==> config.mk <==
export PLATFORM = sky130hd
export DESIGN_NAME = mem_port_arbiter_flat
export DESIGN_NICKNAME = d
export VERILOG_FILES = /design/src/rtl/mem_port_arbiter_pkg.sv /design/src/rtl/mem_port_arbiter_if.sv /design/src/rtl/arb_rr_pick2.sv /design/src/rtl/mem_port_arbiter.sv /design/src/flat_wrapper.sv
export SDC_FILE = /design/constraint.sdc
export NUM_CORES = 1
export LEC_CHECK = 0
export BUFFER_PORTS_ARGS = -buffer_cell sky130_fd_sc_hd__buf_4
export CORE_AREA = 8 8 109 111
export CTS_CLUSTER_SIZE = 14
export DETAILED_ROUTE_END_ITERATION = 7
export DIE_AREA = 0 0 117 119
export PLACE_DENSITY_LB_ADDON = 0.15
export SYNTH_ARGS = -nofsm -noshare
export SYNTH_HDL_FRONTEND = slang
export SYNTH_HIERARCHICAL = 1
export SYNTH_SLANG_ARGS = --single-unit
==> constraint.sdc <==
create_clock -name clk -period 2.6 [get_ports clk]
set_input_delay 0.39 -clock clk [delete_from_list [all_inputs] [get_ports clk]]
set_output_delay 0.39 -clock clk [all_outputs]
set_load 0.1 [all_outputs]
==> src/rtl/mem_port_arbiter_pkg.sv <==
// Shared types and constants for the two-port unified-memory arbiter.
package mem_port_arbiter_pkg;

  typedef enum logic {
    ARB_IDLE    = 1'b0,
    ARB_RD_WAIT = 1'b1
  } arb_state_e;

  typedef enum logic {
    ARB_PORT_CORE = 1'b0,
    ARB_PORT_LOAD = 1'b1
  } arb_port_e;

  localparam int unsigned LAT_W        = 2;
  localparam int unsigned READ_LAT_MIN = 1;
  localparam int unsigned READ_LAT_MAX = 3;

  // The latency counter is LAT_W bits wide, so only 1..3 cycles are representable.
  function automatic bit read_lat_ok(input int unsigned lat);
    return (lat >= READ_LAT_MIN) && (lat <= READ_LAT_MAX);
  endfunction

endpackage

==> src/rtl/mem_port_arbiter_if.sv <==
// Requester and memory-side signal bundle of the arbiter.
interface mem_port_arbiter_if #(
  parameter int unsigned ADDR_W = 32,
  parameter int unsigned DATA_W = 32
);
  logic              req0_valid;
  logic              req0_we;
  logic [ADDR_W-1:0] req0_addr;
  logic [DATA_W-1:0] req0_wdata;
  logic              req0_ready;
  logic              req0_rvalid;
  logic [DATA_W-1:0] req0_rdata;

  logic              req1_valid;
  logic              req1_we;
  logic [ADDR_W-1:0] req1_addr;
  logic [DATA_W-1:0] req1_wdata;
  logic              req1_ready;
  logic              req1_rvalid;
  logic [DATA_W-1:0] req1_rdata;

  logic [ADDR_W-1:0] mem_addr;
  logic              mem_we;
  logic [DATA_W-1:0] mem_wdata;
  logic [DATA_W-1:0] mem_rdata;
  logic              busy;

  // Requesters plus the memory model.
  modport master (
    output req0_valid, req0_we, req0_addr, req0_wdata,
    input  req0_ready, req0_rvalid, req0_rdata,
    output req1_valid, req1_we, req1_addr, req1_wdata,
    input  req1_ready, req1_rvalid, req1_rdata,
    input  mem_addr, mem_we, mem_wdata, busy,
    output mem_rdata
  );

  // The arbiter itself.
  modport slave (
    input  req0_valid, req0_we, req0_addr, req0_wdata,
    output req0_ready, req0_rvalid, req0_rdata,
    input  req1_valid, req1_we, req1_addr, req1_wdata,
    output req1_ready, req1_rvalid, req1_rdata,
    output mem_addr, mem_we, mem_wdata, busy,
    input  mem_rdata
  );
endinterface

==> src/rtl/arb_rr_pick2.sv <==
// Two-requester pick: single valid wins; on a tie, round-robin or fixed port 0.
module arb_rr_pick2
  import mem_port_arbiter_pkg::*;
(
  input  logic      valid0_i,
  input  logic      valid1_i,
  input  arb_port_e last_gnt_i,
  input  logic      rr_en_i,
  output logic      gnt_valid_o_c,
  output arb_port_e gnt_id_o_c
);

  always_comb begin : p_pick
    gnt_valid_o_c = valid0_i | valid1_i;
    gnt_id_o_c    = ARB_PORT_CORE;
    if (valid0_i && valid1_i) begin
      if (rr_en_i && (last_gnt_i == ARB_PORT_CORE)) begin
        gnt_id_o_c = ARB_PORT_LOAD;
      end
    end else if (valid1_i) begin
      gnt_id_o_c = ARB_PORT_LOAD;
    end
  end

endmodule

==> src/rtl/mem_port_arbiter.sv <==
// Shares the single-port unified memory between the core and the loader port,
// holding reads for the memory's fixed latency and steering data to the owner.
module mem_port_arbiter
  import mem_port_arbiter_pkg::*;
#(
  parameter int unsigned ADDR_W   = 32,
  parameter int unsigned DATA_W   = 32,
  parameter int unsigned READ_LAT = 1,
  parameter bit          RR_EN    = 1'b1
) (
  input  logic              clk,
  input  logic              rst,
  mem_port_arbiter_if.slave bus_if
);

  if (!read_lat_ok(READ_LAT)) begin : g_bad_read_lat
    $error("mem_port_arbiter: READ_LAT=%0d is outside 1..3", READ_LAT);
  end

  arb_state_e        state_q, state_d;
  logic [LAT_W-1:0]  lat_cnt_q, lat_cnt_d;
  arb_port_e         owner_q, owner_d;
  arb_port_e         last_gnt_q, last_gnt_d;
  logic [ADDR_W-1:0] rd_addr_q, rd_addr_d;

  logic              gnt_valid_c;
  arb_port_e         gnt_id_c;
  logic              win_we_c;
  logic [ADDR_W-1:0] win_addr_c;
  logic [DATA_W-1:0] win_wdata_c;

  logic              ready0_c, ready1_c;
  logic              rvalid0_c, rvalid1_c;
  logic              mem_we_c, busy_c;
  logic [ADDR_W-1:0] mem_addr_c;
  logic [DATA_W-1:0] mem_wdata_c;

  // Requests are masked while reset is held so every output reads 0.
  arb_rr_pick2 u_pick (
    .valid0_i      (bus_if.req0_valid & ~rst),
    .valid1_i      (bus_if.req1_valid & ~rst),
    .last_gnt_i    (last_gnt_q),
    .rr_en_i       (RR_EN),
    .gnt_valid_o_c (gnt_valid_c),
    .gnt_id_o_c    (gnt_id_c)
  );

  always_comb begin : p_win_mux
    win_we_c    = bus_if.req0_we;
    win_addr_c  = bus_if.req0_addr;
    win_wdata_c = bus_if.req0_wdata;
    if (gnt_id_c == ARB_PORT_LOAD) begin
      win_we_c    = bus_if.req1_we;
      win_addr_c  = bus_if.req1_addr;
      win_wdata_c = bus_if.req1_wdata;
    end
  end

  always_comb begin : p_fsm_next
    state_d     = state_q;
    lat_cnt_d   = lat_cnt_q;
    owner_d     = owner_q;
    last_gnt_d  = last_gnt_q;
    rd_addr_d   = rd_addr_q;
    ready0_c    = 1'b0;
    ready1_c    = 1'b0;
    rvalid0_c   = 1'b0;
    rvalid1_c   = 1'b0;
    mem_addr_c  = '0;
    mem_we_c    = 1'b0;
    mem_wdata_c = '0;
    busy_c      = 1'b0;

    unique case (state_q)
      ARB_IDLE: begin
        if (gnt_valid_c) begin
          ready0_c    = (gnt_id_c == ARB_PORT_CORE);
          ready1_c    = (gnt_id_c == ARB_PORT_LOAD);
          mem_addr_c  = win_addr_c;
          mem_we_c    = win_we_c;
          mem_wdata_c = win_wdata_c;
          last_gnt_d  = gnt_id_c;
          owner_d     = gnt_id_c;
          // Writes complete in the accept cycle; only reads occupy the port.
          if (!win_we_c) begin
            state_d   = ARB_RD_WAIT;
            lat_cnt_d = LAT_W'(READ_LAT);
            rd_addr_d = win_addr_c;
          end
        end
      end
      ARB_RD_WAIT: begin
        busy_c     = 1'b1;
        mem_addr_c = rd_addr_q;
        lat_cnt_d  = lat_cnt_q - LAT_W'(1);
        if (lat_cnt_q == LAT_W'(1)) begin
          rvalid0_c = (owner_q == ARB_PORT_CORE);
          rvalid1_c = (owner_q == ARB_PORT_LOAD);
          state_d   = ARB_IDLE;
        end
      end
      default: state_d = ARB_IDLE;
    endcase
  end

  always_ff @(posedge clk or posedge rst) begin : p_state
    if (rst) begin
      state_q    <= ARB_IDLE;
      lat_cnt_q  <= '0;
      owner_q    <= ARB_PORT_CORE;
      last_gnt_q <= ARB_PORT_LOAD;
      rd_addr_q  <= '0;
    end else begin
      state_q    <= state_d;
      lat_cnt_q  <= lat_cnt_d;
      owner_q    <= owner_d;
      last_gnt_q <= last_gnt_d;
      rd_addr_q  <= rd_addr_d;
    end
  end

  assign bus_if.req0_ready  = ready0_c;
  assign bus_if.req1_ready  = ready1_c;
  assign bus_if.req0_rvalid = rvalid0_c;
  assign bus_if.req1_rvalid = rvalid1_c;
  assign bus_if.req0_rdata  = rvalid0_c ? bus_if.mem_rdata : '0;
  assign bus_if.req1_rdata  = rvalid1_c ? bus_if.mem_rdata : '0;
  assign bus_if.mem_addr    = mem_addr_c;
  assign bus_if.mem_we      = mem_we_c;
  assign bus_if.mem_wdata   = mem_wdata_c;
  assign bus_if.busy        = busy_c;

endmodule

==> src/flat_wrapper.sv <==
// flat-port wrapper written by rule: the top's interface ports become plain ports
module mem_port_arbiter_flat import mem_port_arbiter_pkg::*;
#(
  parameter int unsigned ADDR_W   = 32,
  parameter int unsigned DATA_W   = 32,
  parameter int unsigned READ_LAT = 1,
  parameter bit          RR_EN    = 1'b1
)
  (clk, rst, bus_if_req0_valid, bus_if_req0_we, bus_if_req0_addr, bus_if_req0_wdata, bus_if_req0_ready, bus_if_req0_rvalid, bus_if_req0_rdata, bus_if_req1_valid, bus_if_req1_we, bus_if_req1_addr, bus_if_req1_wdata, bus_if_req1_ready, bus_if_req1_rvalid, bus_if_req1_rdata, bus_if_mem_addr, bus_if_mem_we, bus_if_mem_wdata, bus_if_busy, bus_if_mem_rdata);
  mem_port_arbiter_if #(.ADDR_W(ADDR_W), .DATA_W(DATA_W)) bus_if_i ();
  input  logic clk;
  input  logic rst;
  input wire logic [$bits(bus_if_i.req0_valid)-1:0] bus_if_req0_valid;
  input wire logic [$bits(bus_if_i.req0_we)-1:0] bus_if_req0_we;
  input wire logic [$bits(bus_if_i.req0_addr)-1:0] bus_if_req0_addr;
  input wire logic [$bits(bus_if_i.req0_wdata)-1:0] bus_if_req0_wdata;
  output wire logic [$bits(bus_if_i.req0_ready)-1:0] bus_if_req0_ready;
  output wire logic [$bits(bus_if_i.req0_rvalid)-1:0] bus_if_req0_rvalid;
  output wire logic [$bits(bus_if_i.req0_rdata)-1:0] bus_if_req0_rdata;
  input wire logic [$bits(bus_if_i.req1_valid)-1:0] bus_if_req1_valid;
  input wire logic [$bits(bus_if_i.req1_we)-1:0] bus_if_req1_we;
  input wire logic [$bits(bus_if_i.req1_addr)-1:0] bus_if_req1_addr;
  input wire logic [$bits(bus_if_i.req1_wdata)-1:0] bus_if_req1_wdata;
  output wire logic [$bits(bus_if_i.req1_ready)-1:0] bus_if_req1_ready;
  output wire logic [$bits(bus_if_i.req1_rvalid)-1:0] bus_if_req1_rvalid;
  output wire logic [$bits(bus_if_i.req1_rdata)-1:0] bus_if_req1_rdata;
  output wire logic [$bits(bus_if_i.mem_addr)-1:0] bus_if_mem_addr;
  output wire logic [$bits(bus_if_i.mem_we)-1:0] bus_if_mem_we;
  output wire logic [$bits(bus_if_i.mem_wdata)-1:0] bus_if_mem_wdata;
  output wire logic [$bits(bus_if_i.busy)-1:0] bus_if_busy;
  input wire logic [$bits(bus_if_i.mem_rdata)-1:0] bus_if_mem_rdata;
  assign bus_if_i.req0_valid = bus_if_req0_valid;
  assign bus_if_i.req0_we = bus_if_req0_we;
  assign bus_if_i.req0_addr = bus_if_req0_addr;
  assign bus_if_i.req0_wdata = bus_if_req0_wdata;
  assign bus_if_req0_ready = bus_if_i.req0_ready;
  assign bus_if_req0_rvalid = bus_if_i.req0_rvalid;
  assign bus_if_req0_rdata = bus_if_i.req0_rdata;
  assign bus_if_i.req1_valid = bus_if_req1_valid;
  assign bus_if_i.req1_we = bus_if_req1_we;
  assign bus_if_i.req1_addr = bus_if_req1_addr;
  assign bus_if_i.req1_wdata = bus_if_req1_wdata;
  assign bus_if_req1_ready = bus_if_i.req1_ready;
  assign bus_if_req1_rvalid = bus_if_i.req1_rvalid;
  assign bus_if_req1_rdata = bus_if_i.req1_rdata;
  assign bus_if_mem_addr = bus_if_i.mem_addr;
  assign bus_if_mem_we = bus_if_i.mem_we;
  assign bus_if_mem_wdata = bus_if_i.mem_wdata;
  assign bus_if_busy = bus_if_i.busy;
  assign bus_if_i.mem_rdata = bus_if_mem_rdata;
  mem_port_arbiter #(.ADDR_W(ADDR_W), .DATA_W(DATA_W), .READ_LAT(READ_LAT), .RR_EN(RR_EN)) u_core (.clk(clk), .rst(rst), .bus_if(bus_if_i));
endmodule
# [Word level (Yosys, flattened, before mapping)]
# Cells that the tools add are included.
[totals] reg_bits=37 inputBits=166 output_inout_bits=134 wordCells=51
[op_classes] addsub=1 n_eq_ne=3 mux=30 n_bitwise=8 reduce_logical=4
[op_table] operator="2-to-1 mux 32 bit" n=7
[op_table] operator="one-hot mux 32 bit (2 select lines)" n=1
[op_table] operator="2-to-1 mux 1 bit" n=18
[op_table] operator="inverter 1 bit" n=5
[op_table] operator="2-to-1 mux 2 bit" n=2
[op_table] operator="one-hot mux 2 bit (2 select lines)" n=1
[op_table] operator="AND reduction 2 bit" n=2
[op_table] operator="AND reduction 3 bit" n=1
[op_table] operator="bitwise AND 1 bit" n=2
[op_table] operator="== test 2 x 1 -> 1 bit (second input constant)" n=1
[op_table] operator="inequality test 2 x 1 -> 1 bit (second input constant)" n=1
[op_table] operator="inequality test 2 bit (second input constant)" n=1
[op_table] operator="one-hot mux 1 bit (2 select lines)" n=1
[op_table] operator="subtractor 2 x 1 -> 2 bit (second input constant)" n=1
[op_table] operator="logical AND 1 bit" n=1
[op_table] operator="OR 1 bit" n=1

# [Longest topological paths before layout]
[depth] ltp_word=8 mapped_depth=8 mapped_depth_nobuf=5

# [By module]
# The synthesis kept the hierarchy.
[by_module_without_submodules] mod="mem_port_arbiter" instances=1 cells_per_inst=357 area_each_um2=3158.0 seq_area_each_um2=927.1
[by_module_without_submodules] mod="arb_rr_pick2" instances=1 cells_per_inst=3 area_each_um2=20.0 seq_area_each_um2=0.0

# [Worst setup path before layout]
# No wires, ideal clock.
[synth_path] kind="register to output" from="register u_core.state_q" to="output bus_if_mem_addr[27]" arrival_time_ps=3508 required_time_ps=2210 path_slack_ps=-1298 stages_incl_launch_ff=5 path_buffers=2 cell_sequence="dfrtp_1 > nand2b_1 > clkbuf_1 > clkbuf_1 > o21ai_0"
[synth_between] elab_chain_cells=2
[synth_lines] item="from (decl)" line="mem_port_arbiter.sv:20" rtl="arb_state_e state_q, state_d;"
[synth_lines] item="from (signal assigned)" line="mem_port_arbiter.sv:114" rtl="state_q <= state_d;"
[synth_lines] item="inverter 1 bit (no line)"
[synth_lines] item="one-hot mux 32 bit (2 select lines) *" line="mem_port_arbiter.sv:74" rtl="unique case (state_q)"
[synth_lines] item="to (decl)" line="flat_wrapper.sv:27" rtl="output wire logic [$bits(bus_if_i.mem_addr)-1:0] bus_if_mem_addr;"
# Every way passes the cells marked *; elsewhere a longest branch is shown, timed or not.

# [Worst setup path in the final report]
[layout_path] from="register u_core.last_gnt_q" to="output bus_if_mem_addr[29]"
[layout_between] elab_chain_cells=5
[layout_lines] item="from (decl)" line="mem_port_arbiter.sv:23" rtl="arb_port_e last_gnt_q, last_gnt_d;"
[layout_lines] item="from (signal assigned)" line="mem_port_arbiter.sv:117" rtl="last_gnt_q <= last_gnt_d;"
[layout_lines] item="2-to-1 mux 1 bit" line="arb_rr_pick2.sv:17" rtl="if (rr_en_i && (last_gnt_i == ARB_PORT_CORE)) begin"
[layout_lines] item="2-to-1 mux 1 bit" line="arb_rr_pick2.sv:16" rtl="if (valid0_i && valid1_i) begin"
[layout_lines] item="net u_core.gnt_id_c" line="mem_port_arbiter.sv:27" rtl="arb_port_e gnt_id_c;"
[layout_lines] item="2-to-1 mux 32 bit" line="mem_port_arbiter.sv:52" rtl="if (gnt_id_c == ARB_PORT_LOAD) begin"
[layout_lines] item="2-to-1 mux 32 bit" line="mem_port_arbiter.sv:76" rtl="if (gnt_valid_c) begin"
[layout_lines] item="one-hot mux 32 bit (2 select lines)" line="mem_port_arbiter.sv:74"
# The timed path passes the listed nets, and every way through them passes these cells.

==> impl_results.md <==
* Cell count after synthesis at 360
* CP Capture Type: primary output
* Inserted Diodes at 0
* Non-filler cells, final at between 700 and 800
* Post-CTS Setup Bufs at 0
* Synth Register Bits at 37
* Wirelength per Cell at 18.48 um
* Fmax at 405.6 MHz
* Final setup margin at 0.1348 ns
* Setup_tns at 0 ns
* Placed Area at 0.005792 mm2
* Remaining DRCs at 0
* Worst skew pair latency at between 0.2 and 0.3 ns
* HP Class: input pin to async pin
* Status: completed
* Initial antenna violation count at 0
* CP Launch Type: register
* Global-route usage over all layers at slightly below 20%
* Layout Utilization at 58.24%
* GP Congestion at approximately 0.96
* Commonest non-fill, non-tap cell in the layout: buf_4
* Total Power at 6.950 mW
* H-tree depth at 2
* CTS tree: done
* Clock sink total at 37
* I/O Buffers at 299
* Final Max Tran Viols at 0
* Worst IR Drop VDD at approximately 750 uV
* Share of layout cells above drive strength 1 at 66.20%
* WP data arrival at approximately 2.1 ns
* First-pass DRT Iterations at 4
* Vias per inst at 4.702
* Seq/Total Area, Yosys at 29.17%
* Final period util at 94.82%
* CP Cell Sequence: nand2b_1, a21boi_4, buf_12, mux2i_1, o21ai_4, buf_4
* Initial DRC Count at between 150 and 200
* Hold Buf Count CTS at 0
* Hold Vio Cnt, Final at 0
* CP Class: register to primary output
* Width of the chip at around 120 um
* Yosys cell types at 28
* Deepest clock path buffer count at 2
* Worst Skew at 0.009938 ns
* Post-route ant nets at 0
* CP max stage delay at approximately 0.42 ns
* Chip Height at about 120 um
* Unrepaired setup endpoints after global routing: no
* Most frequent cells in the layout: buf_4 (307), mux2i_1 (49), and2_1 (46)
* Max-cap violations at 0
* Largest net degree at the start of global routing at 36
* Die area at 0.01392 mm2
* Mean Syn Cell Area at 8.828 um2
* # rows at 37
* Synth Net Count at 527
* Pre-CTS setup slack at 0.2853 ns
* Max-slew headroom at 55.58%
* Grt ovf at 0
* Final Net Count at 811
* Hold WS at approximately 0.13 ns
* Minimum clock period after layout at 2.465 ns
* CTS buffer count at 5
* Dpl cells at 773
* Pwr dens at 1182 mW/mm2
* # setup viols final at 0
* CP max FO at 28
* Netlist Area Pre-Place at 0.003178 mm2
* Core ar. at 0.01009 mm2
* Initial Util at 31.49%
* Slowest cell on the critical path: mux2i_1
* Ports at 300
* HPWL after DPL at 12.18 mm
* Via count at 3672
* CTS Root Cell: clkbuf_8
* Clock transition at path regs at 0.08 ns
* Cells resized by post-CTS repair at 0
* First-pass GRT wire length at about 21 mm
* Worst Path Required at 2.21 ns
* WL final at 14.43 mm
* Via count of the first global-routing pass at 3734
* Yosys warns at 6
* Worst slew pin tran at 0.6622 ns
* Static leakage at 2.973 nW
* Area Growth Syn to Fin at 84.96%
* Design area at 0.005878 mm2
## area by class of cell
| class | count | area, um2 |
|---|---|---|
| Multi-Input combinational cell | 284 | 2273 |
| Inverter | 4 | 15.01 |
| Sequential cell | 37 | 928.4 |
| Fill cell | 886 | 4214 |
| Clock inverter | 3 | 17.52 |
| Timing Repair Buffer | 312 | 2405 |
| Clock buffer | 5 | 68.82 |
| Tap cell | 136 | 170.2 |
## registers in the layout, indices dropped and copies added, names as in the netlist
register and flops:
u_core/rd_addr_q 32, u_core/owner_q 1, u_core/last_gnt_q 1, u_core/state_q 1, u_core/lat_cnt_q 2
## kinds of logic after synthesis
| logic type | share of synthesized area [%] |
|---|---|
| multiplexers | 28.78 |
| other | 0.1180 |
| adder cells (fa/ha/maj) | 0.3936 |
| AND/OR/NAND/NOR | 21.18 |
| flip-flops | 29.17 |
| buffers and inverters | 6.574 |
| AO/OA/AOI/OAI | 13.78 |
## worst max-delay path, delay by kind of cell (launching register included)
kind | cells | cell delay [ns]
buf+inv | 2 | 0.49
mux | 1 | 0.42
flops | 1 | 0.37
compound gates | 2 | 0.31
simple gates | 1 | 0.17
## synth_stat cells (all sizes together)
cell / number / area (um2)
and2: 64 / 400.4
dfstp: 1 / 26.28
or2: 1 / 6.260
buf: 23 / 148.9
inv: 4 / 15.01
nor2b: 3 / 18.77
and3: 1 / 6.260
ha: 1 / 12.51
nand2b: 2 / 12.51
a31oi: 17 / 106.4
a22o: 15 / 131.4
dfrtp: 36 / 900.9
nand2: 24 / 97.59
a211oi: 1 / 7.510
a21boi: 1 / 7.510
mux2i: 50 / 513.0
nor2: 35 / 131.4
conb: 1 / 3.750
a21oi: 19 / 95.09
mux2: 31 / 401.6
clkbuf: 12 / 45.04
o21ai: 18 / 90.09
## report_power, final
group | leakage (nW) | switching, mW | internal (mW)
Combinational | 2.51 | 4.15 | 1.36
Clock | 0.0439 | 0.208 | 0.185
Sequential | 0.421 | 0.200 | 0.856
Total | 2.97 | 4.55 | 2.40
## metal layers
metal  wire length (um)  vias to the layer above  part of all wire, %  track usage [%]
li1                   -                     1811                    -                -
met1               5227                     1692                   36            20.73
met2               7720                      158                   53            36.87
met3               1332                       11                  9.2            5.407
met4                151                        0                  1.0            3.363
met5                  0                        -                    0                0
## path summary, 6_finish.rpt
path,from,endpoint,slack [ns],cells after the start
min in group clk,bus_if_req0_addr[21],u_core/rd_addr_q[21]$_DFFE_PP0P_,0.46,3
worst max-delay path,u_core/last_gnt_q$_DFFE_PP1P_,bus_if_mem_addr[29],0.13,6
max in group asynchronous,rst,u_core/state_q$_DFF_PP0_,1.81,3
worst min-delay path,rst,u_core/rd_addr_q[20]$_DFFE_PP0P_,0.13,2
worst min register to register,u_core/last_gnt_q$_DFFE_PP1P_,u_core/last_gnt_q$_DFFE_PP1P_,0.46,2
worst max register to register,u_core/last_gnt_q$_DFFE_PP1P_,u_core/lat_cnt_q[1]$_DFFE_PP0P_,0.47,7
No activity file was read; power rests on OpenSTA's default activity.
